--- src/rtl/seg_scan_mux.sv ---
// Multiplexed seven-segment scan driver: one shared active-low cathode bus, per-digit
// active-low anodes, ghost blanking, leading-zero blanking and frame-aligned value updates.
module seg_scan_mux #(
  parameter int N_DIGITS     = 8,
  parameter int REFRESH_DIV  = 100000,
  parameter int BLANK_CYCLES = 1000
) (
  input  logic                  clk_i,
  input  logic                  reset_i,
  input  logic [4*N_DIGITS-1:0] digits_i,
  input  logic [N_DIGITS-1:0]   dp_i,
  input  logic [N_DIGITS-1:0]   digit_en_i,
  input  logic                  lzb_i,
  input  logic                  load_i,
  output logic [N_DIGITS-1:0]   anode_o,
  output logic [7:0]            cathode_o,
  output logic                  frame_start_o
);

  localparam int CNT_W = (REFRESH_DIV > 1) ? $clog2(REFRESH_DIV) : 1;
  localparam int IDX_W = (N_DIGITS > 1) ? $clog2(N_DIGITS) : 1;
  localparam int DW    = 4 * N_DIGITS;

  logic [CNT_W-1:0]    cnt_q, cnt_d;
  logic [IDX_W-1:0]    idx_q, idx_d;
  logic [DW-1:0]       stage_dig_q, stage_dig_d, shad_dig_q, shad_dig_d;
  logic [N_DIGITS-1:0] stage_dp_q, stage_dp_d, shad_dp_q, shad_dp_d;
  logic [N_DIGITS-1:0] stage_en_q, stage_en_d, shad_en_q, shad_en_d;
  logic                pending_q, pending_d;
  logic [N_DIGITS-1:0] anode_q, anode_d;
  logic [7:0]          cathode_q, cathode_d;
  logic                fs_q, fs_d;

  logic       wrap, last, commit;
  logic [3:0] nib;
  logic       dp_sel, en_sel, upper_nz, lz_blank, ghost;

  function automatic logic [6:0] seg7(input logic [3:0] v);
    case (v)
      4'h0: seg7 = 7'h40;  4'h1: seg7 = 7'h79;  4'h2: seg7 = 7'h24;  4'h3: seg7 = 7'h30;
      4'h4: seg7 = 7'h19;  4'h5: seg7 = 7'h12;  4'h6: seg7 = 7'h02;  4'h7: seg7 = 7'h78;
      4'h8: seg7 = 7'h00;  4'h9: seg7 = 7'h10;  4'hA: seg7 = 7'h08;  4'hB: seg7 = 7'h03;
      4'hC: seg7 = 7'h46;  4'hD: seg7 = 7'h21;  4'hE: seg7 = 7'h06;  default: seg7 = 7'h0E;
    endcase
  endfunction

  always_comb begin
    wrap   = (cnt_q == CNT_W'(REFRESH_DIV - 1));
    last   = (idx_q == IDX_W'(N_DIGITS - 1));
    commit = wrap && last && pending_q;

    cnt_d = wrap ? '0 : cnt_q + CNT_W'(1);
    idx_d = idx_q;
    if (wrap) idx_d = last ? '0 : idx_q + IDX_W'(1);

    // A load coinciding with the commit edge lands in staging only and waits a frame.
    stage_dig_d = load_i ? digits_i   : stage_dig_q;
    stage_dp_d  = load_i ? dp_i       : stage_dp_q;
    stage_en_d  = load_i ? digit_en_i : stage_en_q;
    pending_d   = load_i ? 1'b1 : (commit ? 1'b0 : pending_q);

    shad_dig_d = commit ? stage_dig_q : shad_dig_q;
    shad_dp_d  = commit ? stage_dp_q  : shad_dp_q;
    shad_en_d  = commit ? stage_en_q  : shad_en_q;
  end

  always_comb begin
    nib      = 4'h0;
    dp_sel   = 1'b0;
    en_sel   = 1'b0;
    upper_nz = 1'b0;
    for (int i = 0; i < N_DIGITS; i++) begin
      if (IDX_W'(i) == idx_q) begin
        nib    = shad_dig_q[4*i +: 4];
        dp_sel = shad_dp_q[i];
        en_sel = shad_en_q[i];
      end
      if (i >= int'(idx_q) && shad_dig_q[4*i +: 4] != 4'h0) upper_nz = 1'b1;
    end
    lz_blank = lzb_i && (idx_q != '0) && !upper_nz;
    ghost    = (cnt_q < CNT_W'(BLANK_CYCLES));

    anode_d   = '1;
    cathode_d = 8'hFF;
    if (!ghost && en_sel && !lz_blank) begin
      anode_d   = ~(N_DIGITS'(1) << idx_q);
      cathode_d = {~dp_sel, seg7(nib)};
    end
    fs_d = (cnt_q == '0) && (idx_q == '0);
  end

  always_ff @(posedge clk_i) begin
    if (reset_i) begin
      cnt_q       <= '0;
      idx_q       <= '0;
      stage_dig_q <= '0;
      stage_dp_q  <= '0;
      stage_en_q  <= '0;
      pending_q   <= 1'b0;
      shad_dig_q  <= '0;
      shad_dp_q   <= '0;
      shad_en_q   <= '1;
      anode_q     <= '1;
      cathode_q   <= 8'hFF;
      fs_q        <= 1'b0;
    end else begin
      cnt_q       <= cnt_d;
      idx_q       <= idx_d;
      stage_dig_q <= stage_dig_d;
      stage_dp_q  <= stage_dp_d;
      stage_en_q  <= stage_en_d;
      pending_q   <= pending_d;
      shad_dig_q  <= shad_dig_d;
      shad_dp_q   <= shad_dp_d;
      shad_en_q   <= shad_en_d;
      anode_q     <= anode_d;
      cathode_q   <= cathode_d;
      fs_q        <= fs_d;
    end
  end

  assign anode_o       = anode_q;
  assign cathode_o     = cathode_q;
  assign frame_start_o = fs_q;

endmodule
--- config.mk ---
export PLATFORM = sky130hd
export DESIGN_NAME = seg_scan_mux
export DESIGN_NICKNAME = d
export VERILOG_FILES = /design/src/rtl/seg_scan_mux.sv
export SDC_FILE = /design/constraint.sdc
export NUM_CORES = 1
export LEC_CHECK = 0
export BUFFER_PORTS_ARGS = -buffer_cell sky130_fd_sc_hd__buf_2
export CAP_MARGIN = 20
export CORE_MARGIN = 2
export CORE_UTILIZATION = 56
export DETAILED_ROUTE_END_ITERATION = 12
export PLACE_DENSITY = 0.78
export SETUP_SLACK_MARGIN = 0.4
export SYNTH_ARGS = -nofsm -noshare
export SYNTH_HDL_FRONTEND = slang
export SYNTH_SLANG_ARGS = --single-unit
--- constraint.sdc ---
create_clock -name clk_i -period 3.9 [get_ports clk_i]
set_clock_uncertainty 0.2 [all_clocks]
set_input_delay 0.585 -clock clk_i [delete_from_list [all_inputs] [get_ports clk_i]]
set_output_delay 0.585 -clock clk_i [all_outputs]
set_load 0.01 [all_outputs]
==> metrics.yaml <==
run_status:
  status: "completed"
finish:
  drive_gt1_frac: 0.1528
  seq_area_sq_um: 2684
  multi_input_area_sq_um: 2771
  final_cell_area_sq_um: 6559
  final_nets: 774
  diodes: 0
  filler_cell_count: 870
  area_growth_pct: 14.83
global_routing:
  track_usage: 0.2479
  grt.overflow.total: 0
  antenna_found_initial: 0
  grt_pass1_vias: 4611
  grt_start_max_net_pins: 61
  grt_pass1_wl_um: 22260
worst_setup_path:
  cp_slowest_cell: "dfxtp_1"
  cp.arrival_ns: 3.56
  crit_chain: "ha_1 -> ha_1 -> nand2b_1 -> o21ai_0 -> a31oi_1 -> inv_1 -> ha_1 -> mux2_1 -> o211ai_1"
  crit_buf_inv: 1
  cp_common_cell: "ha_1"
  worst_path_dominant_cell_family: "adder cells"
  start_kind: "register"
  crit_required_ns: 4.13
  end_kind: "register"
  crit_type: "reg -> reg"
  critical_path.max_stage_delay_ns: 0.64
  worstPathMaxFanout: 15
route:
  drt_wl_total_um: 12900
  num_vias: 4781
  first_iter_violations: 300
  firstDrtPassIters: 5
  route.detailed.drc: 0
  ant_nets: 0
  routedWlPerCell_um: 15.12
  viasPerCell: 5.605
pwr:
  power_frac_comb: 0.039
  netSwitchingPower_mw: 0.6143
  switching_share: 0.2103
  ir_worst_vdd_uv: 253.0
  intPower_mw: 2.306
  p_seq_frac: 0.488
  finalPower_mw: 2.921
  pwr-share-clk: 0.473
  p_leak_nw: 2.676
  powerDensity_nw_per_um2: 445.3
yosys:
  yosysWarnings: 0
  synthCells: 662
  synth_ff_type: "dfxtp_1"
  syn_area_sq_um: 5712
  synth-async-reset-ratio: 0
  syn_nets: 726
  ys_types: 53
  syn_avg_cell_area_sq_um: 8.628
  synth_enable_flop_cells: 0
  ys_seq_elements: 134
  yosysSeqAreaShare: 0.4697
sta:
  rsz0062_at_grt: "no"
  tightest_slew_ns: 0.8839
  post-route-period-util: 0.8518
  maxSlewViolCount: 0
  relSlewSlack: 0.4095
  period_needed_ns: 3.322
  setup_viol: 0
  clock.fmax_mhz: 301.0
  finalHoldViolCount: 0
  setup-tns-final_ns: 0
flow_run:
  drv_cap: 0
clock_tree:
  worstSkewPairLatency_ns: 0.52
  htree_levels: 4
  cts_tree: "yes"
  clock-sinks: 134
  cts-resized-gates: 0
  cts_setup_buffers: 0
  clock_path_buffers: 2
  root_buffer: "clkbuf_8"
  path_clk_slew_ns: 0.05
  cts_buffers: 17
  cts_hold_buf: 0
placed_design:
  dp_hpwl_um: 8808
  routabilityCongestion: 0.8877
  io_buffers: 68
  placed_area_sq_um: 6048
floorplan:
  core_sq_um: 9819
  dieArea_sq_um: 11020
  num_io_pins: 69
  die_w_um: 105.0
  start_util: 0.5817
  die_h_um: 105.0
  row_count: 36
min_path:
  hold_path.class: "in -> reg"
## kinds of logic after synthesis
group,share of synthesized area
DFF,0.4697
and+or+nand+nor,0.2215
AOI/OAI and AO/OA,0.1168
buffers and inverters,0.04622
xor gates and xnor gates,0.02300
muxes,0.09660
adders and majority gates,0.02629
## power groups by stage
| stage | combinational [mW] | sequential (mW) | clock [mW] |
|---|---|---|---|
| final | 0.115 | 1.42 | 1.38 |
| after global routing | 0.130 | 1.43 | 1.46 |
| after CTS | 0.117 | 1.42 | 1.40 |
| after detailed placement | 0.116 | 1.45 | 0 |
| after global placement | 0.110 | 1.45 | 0 |
| after floorplan | 0.0776 | 1.45 | 0 |
## stage by stage
stage / utilization / instances / hold WS [ns] / setup slack (ns)
after floorplan: - / 662 / 0.2312 / 1.088
after global placement: 0.6160 / 824 / 0.2460 / 0.7389
after detailed placement: 0.6160 / 824 / 0.2460 / 0.5898
after CTS: 0.6672 / 853 / 0.08562 / 0.4792
after global routing: 0.6679 / 853 / 0.09957 / 0.4626
final: 0.6679 / 853 / 0.1035 / 0.5779
## Yosys cell counts, drive strengths merged (3+ instances only)
library cell,n,area share
a21oi,48,0.043
a31oi,11,0.012
and2,5,0.0055
and3,7,0.0077
and3b,3,0.0046
buf,21,0.022
clkbuf,25,0.017
dfxtp,134,0.47
ha,12,0.026
inv,10,0.0066
mux2i,54,0.095
nand2,123,0.081
nand2b,5,0.0055
nand3,19,0.017
nand3b,12,0.016
nand4,4,0.0044
nor2,84,0.055
nor3,6,0.0053
nor4,9,0.012
o211ai,7,0.0092
o21a,3,0.0039
o21ai,13,0.011
o221a,3,0.0059
o221ai,3,0.0046
xnor2,6,0.0092
xor2,9,0.014
## registers in the layout, indices dropped and copies added, names as in the netlist
register       flops
shad_en_q          8
stage_dig_q       32
shad_dig_q        32
cathode_o          8
frame_start_o      1
anode_o            8
shad_dp_q          8
pending_q          1
stage_dp_q         8
stage_en_q         8
cnt_q             17
idx_q              3
## final cells by class
class	count	share of cell area
multi-input cells	471	0.4225
flip-flops and latches	134	0.4092
repair buffers	75	0.05990
inverters	11	0.006295
well taps	133	0.02537
clock inverters	5	0.008012
clock buffers	24	0.06868
## cell usage in the layout (no fill, tap or decap), types with 3 or more instances in the layout
cell type / netlist / routed
and2_1: 5 / 5
and3_1: 7 / 7
nor4_1: 8 / 8
nor2_1: 84 / 84
inv_1: 10 / 10
dfxtp_1: 134 / 133
o221a_2: 3 / 3
buf_2: 12 / 68
ha_1: 12 / 12
xor2_1: 9 / 9
clkbuf_16: 0 / 16
nand2b_1: 5 / 5
o221ai_1: 3 / 3
nand4_1: 4 / 4
clkbuf_1: 24 / 6
o21ai_0: 13 / 13
o211ai_1: 7 / 7
buf_4: 3 / 7
nand3b_1: 12 / 12
clkinv_2: 0 / 3
xnor2_1: 6 / 6
o21a_1: 3 / 3
a31oi_1: 11 / 10
nand2_1: 122 / 122
a21oi_1: 46 / 46
and3b_1: 3 / 3
nand3_1: 19 / 19
mux2i_1: 54 / 54
nor3_1: 6 / 6
## final timing paths
| kind | depth (start not counted) | to | startpoint | slack (ns) |
|---|---|---|---|---|
| max | 9 | cathode_o[4] | idx_q[0] | 0.58 |
| min | 3 | stage_dig_q[0] | digits_i[0] | 0.10 |
| max reg2reg | 9 | cathode_o[4] | idx_q[0] | 0.58 |
| min reg2reg | 2 | shad_dp_q[3] | shad_dp_q[3] | 0.26 |
## worst min-delay path, cell delays in order
cell and delay (ns):
buf_2 0.07, mux2i_1 0.05, nor2_1 0.07
## metal layers
layer | GRT usage | share of wire
met1 | 0.3230 | 0.45
met2 | 0.4035 | 0.48
met3 | 0.05614 | 0.051
met4 | 0.08857 | 0.020
met5 | 0 | 0
Note: power is estimated with default switching activity, not from simulation.
